==> src/rtl/pc_gen.sv <==
// rtl/pc_gen.sv - fetch program counter with trap/jump redirect, compressed stepping and a return-address stack
module pc_gen #(
    parameter int                 ADDR_W     = 32,
    parameter logic [ADDR_W-1:0]  RESET_ADDR = '0,
    parameter bit                 C_EXT      = 1'b1,
    parameter int                 RAS_DEPTH  = 4
) (
    input  logic              i_Clk,
    input  logic              i_reset,
    input  logic              i_trap_flag,
    input  logic [ADDR_W-1:0] i_trap_addr,
    input  logic              i_jump_flag,
    input  logic [ADDR_W-1:0] i_jump_addr,
    input  logic              i_hold,
    input  logic              i_is_compressed,
    input  logic              i_push,
    input  logic              i_pop,
    output logic [ADDR_W-1:0] o_pc,
    output logic              o_misaligned,
    output logic              o_ras_empty,
    output logic              o_ras_full
);

    localparam int PTR_W = $clog2(RAS_DEPTH);
    localparam int CNT_W = PTR_W + 1;
    localparam logic [ADDR_W-1:0] JUMP_MASK = C_EXT ? ~ADDR_W'(1) : ~ADDR_W'(3);
    localparam logic [ADDR_W-1:0] TRAP_MASK = ~ADDR_W'(3);

    logic [ADDR_W-1:0] ras_mem [RAS_DEPTH];
    // ras_ptr is the next free slot; the top entry sits one below it (circularly)
    logic [PTR_W-1:0]  ras_ptr;
    logic [PTR_W-1:0]  top_idx;
    logic [CNT_W-1:0]  ras_cnt;

    logic [ADDR_W-1:0] step;
    logic [ADDR_W-1:0] seq_pc;
    logic [ADDR_W-1:0] pc_next;
    logic              mis_next;
    logic              predict_en;
    logic              pop_ok;
    logic              wr_en;
    logic [PTR_W-1:0]  wr_idx;

    assign o_ras_empty = (ras_cnt == '0);
    assign o_ras_full  = (ras_cnt == CNT_W'(RAS_DEPTH));

    assign step       = (C_EXT && i_is_compressed) ? ADDR_W'(2) : ADDR_W'(4);
    assign seq_pc     = o_pc + step;
    assign top_idx    = ras_ptr - PTR_W'(1);
    assign predict_en = !i_trap_flag && !i_jump_flag && !i_hold;
    assign pop_ok     = predict_en && i_pop && !o_ras_empty;

    // A push paired with a successful pop reuses the popped slot
    assign wr_en  = predict_en && i_push && !i_reset;
    assign wr_idx = pop_ok ? top_idx : ras_ptr;

    always_comb begin
        pc_next  = o_pc;
        mis_next = 1'b0;
        if (i_trap_flag) begin
            pc_next  = i_trap_addr & TRAP_MASK;
            mis_next = |(i_trap_addr & ~TRAP_MASK);
        end else if (i_jump_flag) begin
            pc_next  = i_jump_addr & JUMP_MASK;
            mis_next = |(i_jump_addr & ~JUMP_MASK);
        end else if (!i_hold) begin
            pc_next = pop_ok ? ras_mem[top_idx] : seq_pc;
        end
    end

    always_ff @(posedge i_Clk) begin
        if (i_reset) begin
            o_pc         <= RESET_ADDR;
            o_misaligned <= 1'b0;
            ras_ptr      <= '0;
            ras_cnt      <= '0;
        end else begin
            o_pc         <= pc_next;
            o_misaligned <= mis_next;
            if (pop_ok && !i_push) begin
                ras_ptr <= top_idx;
                ras_cnt <= ras_cnt - CNT_W'(1);
            end else if (!pop_ok && wr_en) begin
                ras_ptr <= ras_ptr + PTR_W'(1);
                if (!o_ras_full) begin
                    ras_cnt <= ras_cnt + CNT_W'(1);
                end
            end
        end
    end

    always_ff @(posedge i_Clk) begin
        if (wr_en) begin
            ras_mem[wr_idx] <= seq_pc;
        end
    end

endmodule

==> config.mk <==
export PLATFORM = sky130hd
export DESIGN_NAME = pc_gen
export DESIGN_NICKNAME = d
export VERILOG_FILES = /design/src/rtl/pc_gen.sv
export SDC_FILE = /design/constraint.sdc
export NUM_CORES = 1
export LEC_CHECK = 0
export CAP_MARGIN = 30
export CORE_UTILIZATION = 50
export CTS_CLUSTER_SIZE = 24
export DETAILED_ROUTE_END_ITERATION = 7
export PLACE_DENSITY = 0.89
export SYNTH_ARGS = -nofsm -noshare
export SYNTH_HDL_FRONTEND = slang
export SYNTH_SLANG_ARGS = --single-unit
==> constraint.sdc <==
create_clock -name i_Clk -period 6.4 [get_ports i_Clk]
set_input_delay 1.92 -clock i_Clk [delete_from_list [all_inputs] [get_ports i_Clk]]
set_output_delay 1.92 -clock i_Clk [all_outputs]
set_load 0.02 [all_outputs]
# Word-level counts from Yosys, hierarchy flattened
# Memories as Yosys holds them, arrays and structs flattened.
# Index checks and enable logic that the tools add are counted.
[word_totals] memories=1 register_bits=38 latch_bits=0 elab_cells=52 rom_bits=0 inputBits=72 ramBits=128
[op_classes] div_mod_pow=0 n_bitwise=0 order_cmp=0 shift=0 n_eq_ne=4 n_mul=0 add_sub_neg=5 reduce_logical=21 muxes=15
[mem_list] name="ras_mem" words=4 word_bits=32 rd=1 rd_clocked_by_memory_dff=0 wr=1 line="29" text="logic [ADDR_W-1:0] ras_mem [RAS_DEPTH];"
[ops] operator="32-bit two-way mux" n=4
[ops] operator="32-bit by 3-bit adder with 32-bit output" n=1
[ops] operator="3-bit two-way mux" n=4
[ops] operator="1-bit logical AND" n=8
[ops] operator="1-bit logical NOT" n=7
[ops] operator="2-bit two-way mux" n=3
[ops] operator="1-bit two-way mux" n=4
[ops] operator="2-bit OR reduction" n=2
[ops] operator="3-bit by 1-bit adder with 3-bit output (second input constant)" n=1
[ops] operator="3-bit == test (second input constant)" n=1
[ops] operator="3-bit logical NOT" n=1
[ops] operator="3-bit != test (second input constant)" n=1
[ops] operator="3-bit OR reduction" n=1
[ops] operator="3-bit by 1-bit subtractor with 3-bit output (second input constant)" n=1
[ops] operator="2-bit by 1-bit adder with 2-bit output (second input constant)" n=1
[ops] operator="2-bit by 1-bit != test with 1-bit output (second input constant)" n=1
[ops] operator="2-bit != test (second input constant)" n=1
[ops] operator="2-bit AND reduction" n=1
[ops] operator="2-bit nonzero test" n=1
[ops] operator="2-bit by 1-bit subtractor with 2-bit output (second input constant)" n=1

# Logic depth before layout (Yosys ltp)
[depth] ltp_word=9 ltp_mapped=9 depth_no_buf=8

# Worst setup path after synthesis
# No wires, ideal clock.
[synth_path] kind="input to register" startpoint="input i_trap_flag" endpoint="memory ras_mem[0][0] (enable)" arrival_ns=5.994 n_path_buf=2 path_stages=5 setup_slack_ns=-0.095 path_cell_list="clkbuf_1 -> nor3_1 -> clkbuf_1 -> nand3_1 -> nor4_1"
[synth_via] elab_chain_cells=7 word_cells_on_any_way=10 cone_classes="mux: 3; reduce/logical: 7"
[synth_rtl] element="from (decl)" line="10" text="input logic i_trap_flag,"
[synth_rtl] element="1-bit logical NOT (*)" line="50" text="assign predict_en = !i_trap_flag && !i_jump_flag && !i_hold;"
[synth_rtl] element="1-bit logical AND (*) (2 in a row)" line="50"
[synth_rtl] element="1-bit logical AND (2 in a row)" line="54" text="assign wr_en = predict_en && i_push && !i_reset;"
[synth_rtl] element="1-bit two-way mux" line="93" text="if (wr_en) begin"
[synth_rtl] element="1-bit two-way mux (implied by the code)" line="94" text="ras_mem[wr_idx] <= seq_pc;"
[synth_rtl] element="to (decl)" line="29"
# Mark *: on every way between the ends. The rest lies on a longest branch, timed or not.

# Worst setup path after layout
[layout_path] startpoint="input i_is_compressed" endpoint="memory ras_mem[3][28] (data pin)"
[layout_via] elab_chain_cells=2
[layout_rtl] element="from (decl)" line="15" text="input logic i_is_compressed,"
[layout_rtl] element="3-bit two-way mux" line="47" text="assign step = (C_EXT && i_is_compressed) ? ADDR_W'(2) : ADDR_W'(4);"
[layout_rtl] element="32-bit by 3-bit adder with 32-bit output" line="48" text="assign seq_pc = o_pc + step;"
[layout_rtl] element="named net seq_pc[28]" line="36" text="logic [ADDR_W-1:0] seq_pc;"
# The timed path passes the listed nets, and every way through them passes these cells.

==> impl_metrics.tcl <==
set metrics [dict create \
    die_area_um2 16400 \
    stdcell_area_um2 9690 \
    fin_crit_ns 4.55 \
    ys_seq_area_frac 0.580 \
    worst_pin_slew_ns 1.02 \
    final_hold_viol_count 0 \
    yosysMostFrequentCell "edfxtp_1" \
    synth_nets 708 \
    critPathMaxFanout 9 \
    whs_ns 0.542 \
    io_buffers 106 \
    placed_area_um2 9160 \
    final_antenna_net_count 0 \
    clk_pin_slew_ns 0.06 \
    yosys_warnings 0 \
    drtIter0Drc 768 \
    critPathArrivalTime_ns 4.76 \
    synth_ff_type "edfxtp_1" \
    power.density_nw_per_um2 248 \
    synth-seq-cells 166 \
    slew_violations 0 \
    cts_sinks 166 \
    hold_class "reg2reg" \
    synth_area_leader_cell "edfxtp_1" \
    overflow 0 \
    clock.fmax_mhz 220 \
    design.portCount 107 \
    slew_headroom 0.315 \
    outcome "finished, final reports clean" \
    required_ns 6.61 \
    finalNetCount 803 \
    holdBufCountCts 0 \
    fin_worst_skew_ns 0.00886 \
    finalSetupViolations 0 \
    synthArstFlopShare 0 \
    numCtsBuffers 17 \
    synth_edf_count 128 \
    crit_type "in2reg" \
    area_growth_pct 22.1 \
    rows 45 \
    finalNonFillerCells 951 \
    cts_tree "yes" \
    htreeDepth 4 \
    worstSetupEndpointType "flop" \
    cp-start-kind "primary input" \
    drv_cap 0 \
    antenna_cells 0 \
    gp_congestion 0.859 \
    fin_tns_setup_ns 0 \
    antenna_found_initial 0 \
    drc_errors 0 \
    final_core_utilization 0.630 \
    syn-cell-area_um2 7940 \
    cts.repair.resized 0 \
    grt_pass1_wl_um 33200 \
    die_h_um 128 \
    ys_types 69 \
    dp_slack_ns 1.60 \
    clock_tree.root_cell "clkbuf_16" \
    cts_buffer_depth 2 \
    leakage_nw 3.19 \
    post_cts_buffers 0 \
    synth_area_leaders "edfxtp_1, dfxtp_1, mux4_2, a21oi_1, nand2_1" \
    rsz0062_at_grt "false" \
    synthCells 632 \
    ys_top_cells_by_count "edfxtp_1, nand2_1, a21oi_1, nor2_1, dfxtp_1" \
    p_total_mw 2.40 \
    dieWidth_um 128 \
    grt_max_degree 67 \
    dp_cells 919 \
    drive_gt1_frac 0.138 \
    syn_area_per_cell_um2 12.6 \
    core_area_um2 15400 \
    track_usage 0.274 \
    vias 6110 \
    dp_hpwl_um 13400 \
    fin_ws_ns 1.85 \
    totalWireLength_um 21400 \
    synth_top_area_share 0.484 \
    vias_per_cell 6.42 \
    start_util 0.516 \
    peakVddDrop_v 0.000197 \
    insertion_delay_ns 0.43 \
    wire_per_inst_um 22.5 \
    first_pass_iters 6 \
    finalCritPeriodShare 0.711 \
    grt_pass1_vias 6196 \
]
==> worst max-delay path, cell delays in order <==
cell and delay, ns:
clkdlybuf4s50_1 0.55, inv_1 0.07, ha_1 0.30, a21oi_1 0.20
nor4_1 0.89, nand4_1 0.41, xnor2_1 0.42
==> placed cells by master (no fill, tap or decap), types with 11 or more instances in the layout <==
cell,n
a211oi_1,16
a21oi_1,45
buf_4,14
clkbuf_16,17
clkdlybuf4s50_1,105
dfxtp_1,37
edfxtp_1,128
inv_1,20
mux4_2,32
nand2_1,51
nand3_1,11
nand4_1,11
nor2_1,43
nor3_1,15
o21ai_0,21
xnor2_1,19
==> final cells by class <==
type	count	area, µm²
fillers	1079	5690
flip-flops and latches	166	4610
multi-input cells	401	3050
repair buffers	121	1170
clock buffers	19	433
well taps	211	264
clock inverters	13	90.1
inverters	20	75.1
==> where the power goes <==
group	total, mW	internal, mW	switching, mW
Sequential	1.22	1.19	0.0333
Combinational	0.255	0.120	0.135
Clock	0.928	0.524	0.404
Total	2.40	1.83	0.572
==> cell families (layout without fill, tap and decap cells) <==
group / after synthesis / after routing / synth area share
multiplexers: 34 / 34 / 0.0935
AO/OA/AOI/OAI: 147 / 147 / 0.126
buffers and inverters: 65 / 173 / 0.0382
XOR/XNOR: 26 / 26 / 0.0287
AND/OR/NAND/NOR: 190 / 190 / 0.126
adder cells (fa/ha/maj): 4 / 4 / 0.00820
flip-flops: 166 / 166 / 0.580
==> state kept, by name, indices dropped and copies added (netlist names), named ones only <==
register	flops
ras_mem	128
o_pc	31
ras_cnt	3
ras_ptr	2
o_misaligned	1
==> metal layers <==
| metal | vias up | routed length, µm | global-route usage |
|---|---|---|---|
| met5 | - | 0 | 0 |
| met2 | 438 | 10300 | 0.445 |
| li1 | 2642 | - | - |
| met3 | 92 | 2340 | 0.0689 |
| met4 | 0 | 934 | 0.158 |
| met1 | 2938 | 7810 | 0.335 |
==> path summary, 6_finish.rpt <==
check	startpoint	end	slack [ns]	cells past startpoint
setup / recovery	i_is_compressed	ras_mem[3][28]$_DFFE_PP_	1.85	7
hold / removal	o_pc[2]$_SDFFE_PP0P_	o_pc[2]$_SDFFE_PP0P_	0.54	2
setup reg to reg	o_pc[2]$_SDFFE_PP0P_	ras_mem[3][28]$_DFFE_PP_	3.60	5
hold reg to reg	o_pc[2]$_SDFFE_PP0P_	o_pc[2]$_SDFFE_PP0P_	0.54	2
Power figures use the tool's default switching activity.
==> variant, RTL diff (same flow settings) <==
Reset style: asynchronous (`i_reset`), changed in one clocked block.
--- a/src/rtl/pc_gen.sv
+++ b/src/rtl/pc_gen.sv
@@ -68,7 +68,7 @@
         end
     end
 
-    always_ff @(posedge i_Clk) begin
+    always_ff @(posedge i_Clk or posedge i_reset) begin
         if (i_reset) begin
             o_pc         <= RESET_ADDR;
             o_misaligned <= 1'b0;
Behaviour: differs if i_reset is asserted again (counterexample within 4 cycles, from zero or initial values and one cycle with i_reset high); with i_reset held inactive, the same outputs for 4 cycles.
==> variant against the original RTL <==
  * Design area increased by 3.2%
  * Wire length increased by 4.1%
  * Setup slack improved by 140 ps
  * Area after synthesis increased by 1.9%
  * Clock skew decreased by 0.67 ps
  * Sequential cell count unchanged
  * Highest routed layer unchanged
Power is not compared: it rests on default switching activity, and its combinational part moved more than twofold at a synthesized area within 25%.
==> variant: results <==
export IMPL_status="finished clean"
export IMPL_nNetsFinal=776
export IMPL_tightest_slew_ps=1020
export IMPL_met1_usage=0.357
export IMPL_place_inst=897
export IMPL_synth_seq_area_share=0.593
export IMPL_yosys_area_share_adder=0.00805
export IMPL_finalClockSkew_ps=8.19
export IMPL_met1_length_mm=8.31
export IMPL_wl_per_cell_microns=23.9
export IMPL_gp_congestion=0.853
export IMPL_n_fill_cell=1091
export IMPL_synth_compound_area_frac=0.109
export IMPL_drive_gt1_frac=0.150
export IMPL_routed_via_density=6.48
export IMPL_wl_met2_mm=11.0
export IMPL_place_ws_ps=1670
export IMPL_syn_avg_cell_area_sq_um=13.5
export IMPL_hpwlAfterDp_mm=14.5
export IMPL_cp_max_fo=6
export IMPL_slowest_delay_ps=780
export IMPL_grt_max_degree=44
export IMPL_cp_slowest_cell="nor4_2"
export IMPL_drt_iter0_drc=688
export IMPL_met2_usage=0.453
export IMPL_met3_usage=0.0739
export IMPL_met3WireLength_mm=2.28
export IMPL_grt_usage=0.280
export IMPL_syn_num_nets=674
export IMPL_reg_largest_list="ras_mem: 128 flops, o_pc: 32 flops, ras_cnt: 3 flops"
export IMPL_synth_mux_area_frac=0.100
export IMPL_vias=6019
export IMPL_synth_xor_area_frac=0.0368
-- variant: final timing paths --
path | start | endpoint | slack, ps | cells past startpoint
worst max-delay path | i_is_compressed | ras_mem[3][25] | 1990 | 7
worst min-delay path | ras_cnt[2] | ras_cnt[2] | 580 | 1
worst max register to register | ras_cnt[0] | ras_mem[3][7] | 3560 | 5
worst min register to register | ras_cnt[2] | ras_cnt[2] | 580 | 1
max in group asynchronous | i_reset | ras_ptr[0] | 3990 | 3
min in group asynchronous | i_reset | o_pc[5] | 1990 | 3
-- variant: final cells by class --
type                    count  area (sq um)  share of cell area
inverters                  12          45.0             0.00451
repair buffers            122          1200               0.120
flip-flops and latches    166          4800               0.480
clock inverters            11           150              0.0150
clock buffers              21           440              0.0441
multi-input cells         381          3090               0.309
well taps                 216           270              0.0271
-- variant: report_power, final --
group	switching (W)	total, W	internal (W)
Clock	0.000405	0.00102	0.000615
Combinational	0.000446	0.000845	0.000399
Sequential	0.000106	0.00136	0.00125
